<file path="src/rtl/buzzer_seq.sv">
// Multi-channel buzzer sequencer: per-channel CONT / PERIODIC / BURST pattern engines.
// Optional BUZZER_SEQ_MIX_EN adds a registered, one-cycle-delayed OR of all channels on mix_out.
module buzzer_seq #(
  parameter int CHANNELS = 4,
  parameter int CNT_W    = 32,
  parameter int REP_W    = 8,
  localparam int CH_W    = (CHANNELS > 1) ? $clog2(CHANNELS) : 1
) (
  input  logic                  clk,
  input  logic                  reset,
  input  logic [CHANNELS-1:0]   enable,
  input  logic                  cfg_wr,
  input  logic [CH_W-1:0]       cfg_ch,
  input  logic [1:0]            cfg_mode,
  input  logic [CNT_W-1:0]      cfg_on,
  input  logic [CNT_W-1:0]      cfg_off,
  input  logic [REP_W-1:0]      cfg_repeat,
  output logic [CHANNELS-1:0]   buzzer_out,
  output logic [CHANNELS-1:0]   active,
  output logic [CHANNELS-1:0]   done,
  output logic                  mix_out,
  output logic [2*CHANNELS-1:0] state_dbg
);

  // Configuration interface: cfg_wr is a single-cycle strobe with no ready;
  // it is accepted on every edge it is high and the cfg_* fields are sampled with it.

  typedef enum logic [1:0] {
    S_IDLE = 2'd0,
    S_ON   = 2'd1,
    S_OFF  = 2'd2,
    S_DONE = 2'd3
  } state_t;

  localparam logic [1:0] MODE_OFF      = 2'd0;
  localparam logic [1:0] MODE_CONT     = 2'd1;
  localparam logic [1:0] MODE_PERIODIC = 2'd2;
  localparam logic [1:0] MODE_BURST    = 2'd3;

  for (genvar i = 0; i < CHANNELS; i++) begin : g_ch
    state_t           state_q, state_d;
    logic [1:0]       mode_q;
    logic [CNT_W-1:0] on_q, off_q, cnt_q, cnt_d;
    logic [REP_W-1:0] rep_q, rem_q, rem_d;
    logic             out_q, done_q;
    logic             cfg_hit;

    assign cfg_hit = cfg_wr && (cfg_ch == CH_W'(i));

    // cnt holds remaining cycles minus one, so a phase of length N never needs N itself
    always_comb begin
      state_d = state_q;
      cnt_d   = cnt_q;
      rem_d   = rem_q;
      if (!enable[i] || (mode_q == MODE_OFF) || cfg_hit) begin
        state_d = S_IDLE;
      end else begin
        case (state_q)
          S_IDLE: begin
            if (mode_q == MODE_CONT) begin
              state_d = S_ON;
            end else if ((mode_q == MODE_BURST) && (rep_q == '0)) begin
              state_d = S_DONE;
            end else if ((on_q == '0) && (off_q == '0)) begin
              state_d = S_IDLE;
            end else if (on_q == '0) begin
              if (mode_q == MODE_BURST) begin
                state_d = S_DONE;
              end else begin
                state_d = S_OFF;
                cnt_d   = off_q - 1'b1;
              end
            end else begin
              state_d = S_ON;
              cnt_d   = on_q - 1'b1;
              rem_d   = rep_q;
            end
          end
          S_ON: begin
            if (mode_q != MODE_CONT) begin
              if (cnt_q != '0) begin
                cnt_d = cnt_q - 1'b1;
              end else if ((mode_q == MODE_BURST) && (rem_q <= REP_W'(1))) begin
                state_d = S_DONE;
              end else begin
                if (mode_q == MODE_BURST) rem_d = rem_q - 1'b1;
                if (off_q != '0) begin
                  state_d = S_OFF;
                  cnt_d   = off_q - 1'b1;
                end else begin
                  cnt_d = on_q - 1'b1;
                end
              end
            end
          end
          S_OFF: begin
            if (cnt_q != '0) begin
              cnt_d = cnt_q - 1'b1;
            end else if (on_q != '0) begin
              state_d = S_ON;
              cnt_d   = on_q - 1'b1;
            end else begin
              cnt_d = off_q - 1'b1;
            end
          end
          S_DONE: state_d = S_DONE;
          default: state_d = S_IDLE;
        endcase
      end
    end

    always_ff @(posedge clk) begin
      if (reset) begin
        state_q <= S_IDLE;
        mode_q  <= MODE_OFF;
        on_q    <= '0;
        off_q   <= '0;
        rep_q   <= '0;
        cnt_q   <= '0;
        rem_q   <= '0;
        out_q   <= 1'b0;
        done_q  <= 1'b0;
      end else begin
        state_q <= state_d;
        cnt_q   <= cnt_d;
        rem_q   <= rem_d;
        if (cfg_hit) begin
          mode_q <= cfg_mode;
          on_q   <= cfg_on;
          off_q  <= cfg_off;
          rep_q  <= cfg_repeat;
        end
        out_q  <= (state_d == S_ON);
        done_q <= (state_d == S_DONE) && (state_q != S_DONE);
      end
    end

    assign buzzer_out[i]       = out_q;
    assign active[i]           = (state_q == S_ON) || (state_q == S_OFF);
    assign done[i]             = done_q;
    assign state_dbg[2*i +: 2] = state_q;
  end

`ifdef BUZZER_SEQ_MIX_EN
  logic mix_q;

  always_ff @(posedge clk) begin
    if (reset) mix_q <= 1'b0;
    else       mix_q <= |buzzer_out;
  end

  assign mix_out = mix_q;
`else
  assign mix_out = 1'b0;
`endif

endmodule

</file>
<file path="config.mk">
export PLATFORM = sky130hd
export DESIGN_NAME = buzzer_seq
export DESIGN_NICKNAME = d
export VERILOG_FILES = /design/src/rtl/buzzer_seq.sv
export SDC_FILE = /design/constraint.sdc
export NUM_CORES = 2
export LEC_CHECK = 0
export CORE_ASPECT_RATIO = 0.9
export CORE_MARGIN = 1.5
export CORE_UTILIZATION = 40
export CTS_CLUSTER_DIAMETER = 60
export DETAILED_ROUTE_END_ITERATION = 10
export HOLD_SLACK_MARGIN = 0.1
export PLACE_DENSITY = 0.56
export REMOVE_ABC_BUFFERS = 1
export SYNTH_ARGS = -nofsm -noshare
export SYNTH_HDL_FRONTEND = slang
export SYNTH_SLANG_ARGS = --single-unit
</file>
<file path="constraint.sdc">
create_clock -name clk -period 3.5 [get_ports clk]
set_input_delay 0.525 -clock clk [delete_from_list [all_inputs] [get_ports clk]]
set_output_delay 0.525 -clock clk [all_outputs]
set_load 0.01 [all_outputs]
</file>
==> summary.md <==
| Metric | Value |
|---|---|
| Outcome | `finished clean` |
| Leading area contributor after synthesis | `dfxtp_1` |
| Die height | `271 um` |
| Worst-Margin Slew | `975 ps` |
| Netlist Area Pre-Place | `0.0319 mm2` |
| Post-CTS setup buffers | `0` |
| Post-synthesis mux area share | `0.0355` |
| Clock Root Buffer | `clkbuf_16` |
| Hold-fix buffers, CTS | `0` |
| Clock Path Buffers | `3` |
| Max Clock Freq | `303 MHz` |
| FP Rows | `98` |
| Min cycle time layout | `3300 ps` |
| Cell depth of the worst flop-to-flop path | `8` |
| Tot GR Track Use | `0.299` |
| Critical path required time | `4070 ps` |
| Grt met1 use | `0.417` |
| Post-DRT Antenna Nets | `0` |
| Synth Flop Type | `dfxtp_1` |
| Num ports | `104` |
| RSZ-0062 raised after global routing | `false` |
| Max-cap check violation count | `0` |
| Worst reg2reg path endpoint | `g_ch[0].cnt_q[28]` |
| DRT Pass-1 Iters | `5` |
| PD cells | `522 mW/mm2` |
| Vias in the first global route | `31,091` |
| Maximum fanout along the worst path | `8` |
| Met2 Use GR | `0.449` |
| Synth top area share | `0.296` |
| Compound-Gate Fraction of Synth Area | `0.225` |
| Largest net degree at the start of global routing | `209` |
| Pleak | `13.7 nW` |
| Worst setup EP type | `register` |
| Largest family of logic cells by synthesized area | `simple AND/OR/NAND/NOR gates` |
| DRT Wirelength | `126 mm` |
| Worst R2R Start | `g_ch[0].off_q[9]` |
| GRT busiest layer | `met2` |
| Initial antenna violation count | `3` |
| Setup crit start kind | `register` |
| DR WL/cell | `22.3 um` |
| Final GP Congestion | `0.935` |
| DRC violations left | `0` |
| Final Max Tran Viols | `0` |
| Ys Warns | `0` |
| Design Power | `0.0193 W` |
| Post-Place Cells | `5,542` |
| Core area | `0.0792 mm2` |
| CTS tree | `done` |
| TritonCTS buffer count | `60` |
| Final global-route overflow total | `0` |
| Synth Area in XOR/XNOR | `0.0867` |
| Fin Hold WS | `266 ps` |
| Cts repair resizes | `0` |
| Effective utilization at floorplan | `0.403` |
| Die Wd | `301 um` |
| Synth Register Bits | `472` |
| Hold depth | `2` |
| Global-route wire length before repair | `189 mm` |
| Count of cell types in the netlist | `91` |
| Hold EP | `g_ch[2].rem_q[4]` |
| Setup TNS Final | `0 ps` |
| Synth Instances | `4,488` |
| IO Port Bufs | `102` |
| Initial drt markers | `3,775` |
| R2r setup slk | `200 ps` |
| Synth Area in Simple Gates | `0.289` |
| Worst rel slew slack | `0.346` |
| Peak VDD IR | `0.357 mV` |
| Vias per inst | `6.02` |
| CTS H-tree lvls | `2` |
| Synth Area per Inst | `7.11 um2` |
| Fin. Hold Viols | `0` |
| Non-Filler Instances | `5,654` |
| Hold WC Path Type | `input pin to register` |
| Worst-path clk slew | `60 ps` |
| Clk sinks | `472` |
| Setup skew after layout | `45.3 ps` |
| Synth area leaders | `dfxtp_1 30%, nand2_1 11%, a21oi_1 8.4%, xnor2_1 4.9%, xor2_1 3.8%` |
| Count of final setup violators | `0` |
| Post-synth EDFFs | `0` |
| Kind of critical path | `register to register` |
| Layout area overhead | `15.6%` |
| Synth async-reset ratio | `0` |
| CP arrival | `3880 ps` |
| Area share of fa/ha/maj cells after synthesis | `0.0212` |
| Clk_lat worst skew | `670 ps` |
| Met3 Usage GRT | `0.0653` |
| Period utilization | `0.943` |
| Sequential share of the synthesized area | `0.296` |
| Hpwl dp | `92.4 mm` |
| Hold Startpoint | `reset` |
| Die area | `0.0815 mm2` |
| Via count | `34,045` |
| Layout Nets | `4,691` |
| Fin util | `0.466` |
| Share of cells above drive strength 1 | `0.0860` |
state kept, by name, summed over array words and instances, names as in the netlist:
| name | cells |
|---|---|
| g_ch.on_q | 128 |
| g_ch.off_q | 128 |
| g_ch.state_q | 8 |
| g_ch.out_q | 4 |
| g_ch.cnt_q | 128 |
| g_ch.done_q | 4 |
| g_ch.mode_q | 8 |
| g_ch.rep_q | 32 |
| g_ch.rem_q | 32 |
layout by cell type (no fill, tap or decap), types with 54 or more instances in the layout:
cell type	count
buf_4	195
or3_1	55
or4_1	70
a21oi_1	533
nor2_1	306
ha_1	54
dfxtp_1	472
nor3_1	175
clkbuf_16	60
xor2_1	138
o21ai_0	232
mux2i_1	94
inv_1	69
xnor2_1	178
nand2_1	908
clkdlybuf4s50_1	101
nand3_1	94
nor4_1	136
through the flow:
stage / worst slack, ps / area [um2]
4_1_cts: 211 / 36900
3_5_place_dp: 97.8 / 34900
2_1_floorplan: -2500 / 30700
6_report: 199 / 36900
3_3_place_gp: 128 / 34900
5_1_grt: 16.6 / 36900
worst max-delay path: stages, from the launching register on:
cell and delay [ps]:
dfxtp_1 370, or4_1 610, or4_4 610, or4_4 530, xor2_1 190, a311o_1 390, a22oi_1 180, nor2_1 70
o32ai_2 240
synth_stat cells (11+ instances only):
cell       instances
nand2_1          908
a21oi_1          533
dfxtp_1          472
nor2_1           308
clkbuf_1         261
o21ai_0          232
nor3_1           178
xnor2_1          178
nor4_1           140
xor2_1           138
nand3_1           95
mux2i_1           94
inv_1             70
or4_1             70
or3_1             55
ha_1              54
a31oi_1           48
o22ai_1           48
a211oi_1          46
nand4_1           44
o211ai_1          33
o31ai_1           26
a221oi_1          22
buf_1             22
and2_1            19
nand2b_1          19
nand3b_1          19
mux2_2            17
nor3b_1           17
a22oi_1           16
and3_1            16
or2_2             16
o2111ai_1         15
o21a_1            13
buf_2             12
nor2b_1           11
worst max path at each step:
| stage | start | end | slack (ps) | cells past startpoint |
|---|---|---|---|---|
| finish | g_ch[0].off_q[9] | g_ch[0].cnt_q[28] | 200 | 8 |
| global route | g_ch[0].off_q[1] | g_ch[0].cnt_q[28] | 20 | 10 |
| CTS | g_ch[2].off_q[25] | g_ch[2].cnt_q[3] | 210 | 9 |
| detailed placement | cfg_wr | g_ch[1].cnt_q[1] | 100 | 10 |
| global placement | cfg_wr | g_ch[1].cnt_q[1] | 130 | 10 |
| floorplan | cfg_ch[1] | g_ch[0].cnt_q[6] | -2500 | 8 |
per-layer routing:
metal,vias to the layer above,routed length [um],part of all wire
li1,16273,-,-
met1,16112,54700,0.43
met2,1428,53800,0.43
met3,230,12700,0.10
met4,2,4560,0.036
met5,-,72,0.00057
cell families (layout without fill, tap and decap cells):
logic type	after synthesis	after routing
xor+xnor	316	316
fa+ha+maj	54	54
compound gates	1189	1189
simple gates	1966	1966
flops	472	472
buf+inv	379	494
other cells	1	2
mux	111	111
power by group:
part / total, W / switching [W] / leakage (nW) / internal [W]
Clock: 0.00644 / 0.00277 / 0.980 / 0.00367
Sequential: 0.00579 / 0.000238 / 3.83 / 0.00555
Combinational: 0.00703 / 0.00443 / 8.94 / 0.00260
Total: 0.0193 / 0.00743 / 13.7 / 0.0118
final cells by class:
type                       count  area [um2]
fill                        8246       42300
antenna                        1        2.50
sequential                   472        9450
timing repair buffer         311        2770
tap                         1050        1310
clock inverter                34         360
inverter                      72         270
clock buffer                  77        1660
multi-input combinational   3637       21100
Power figures use the tool's default switching activity.
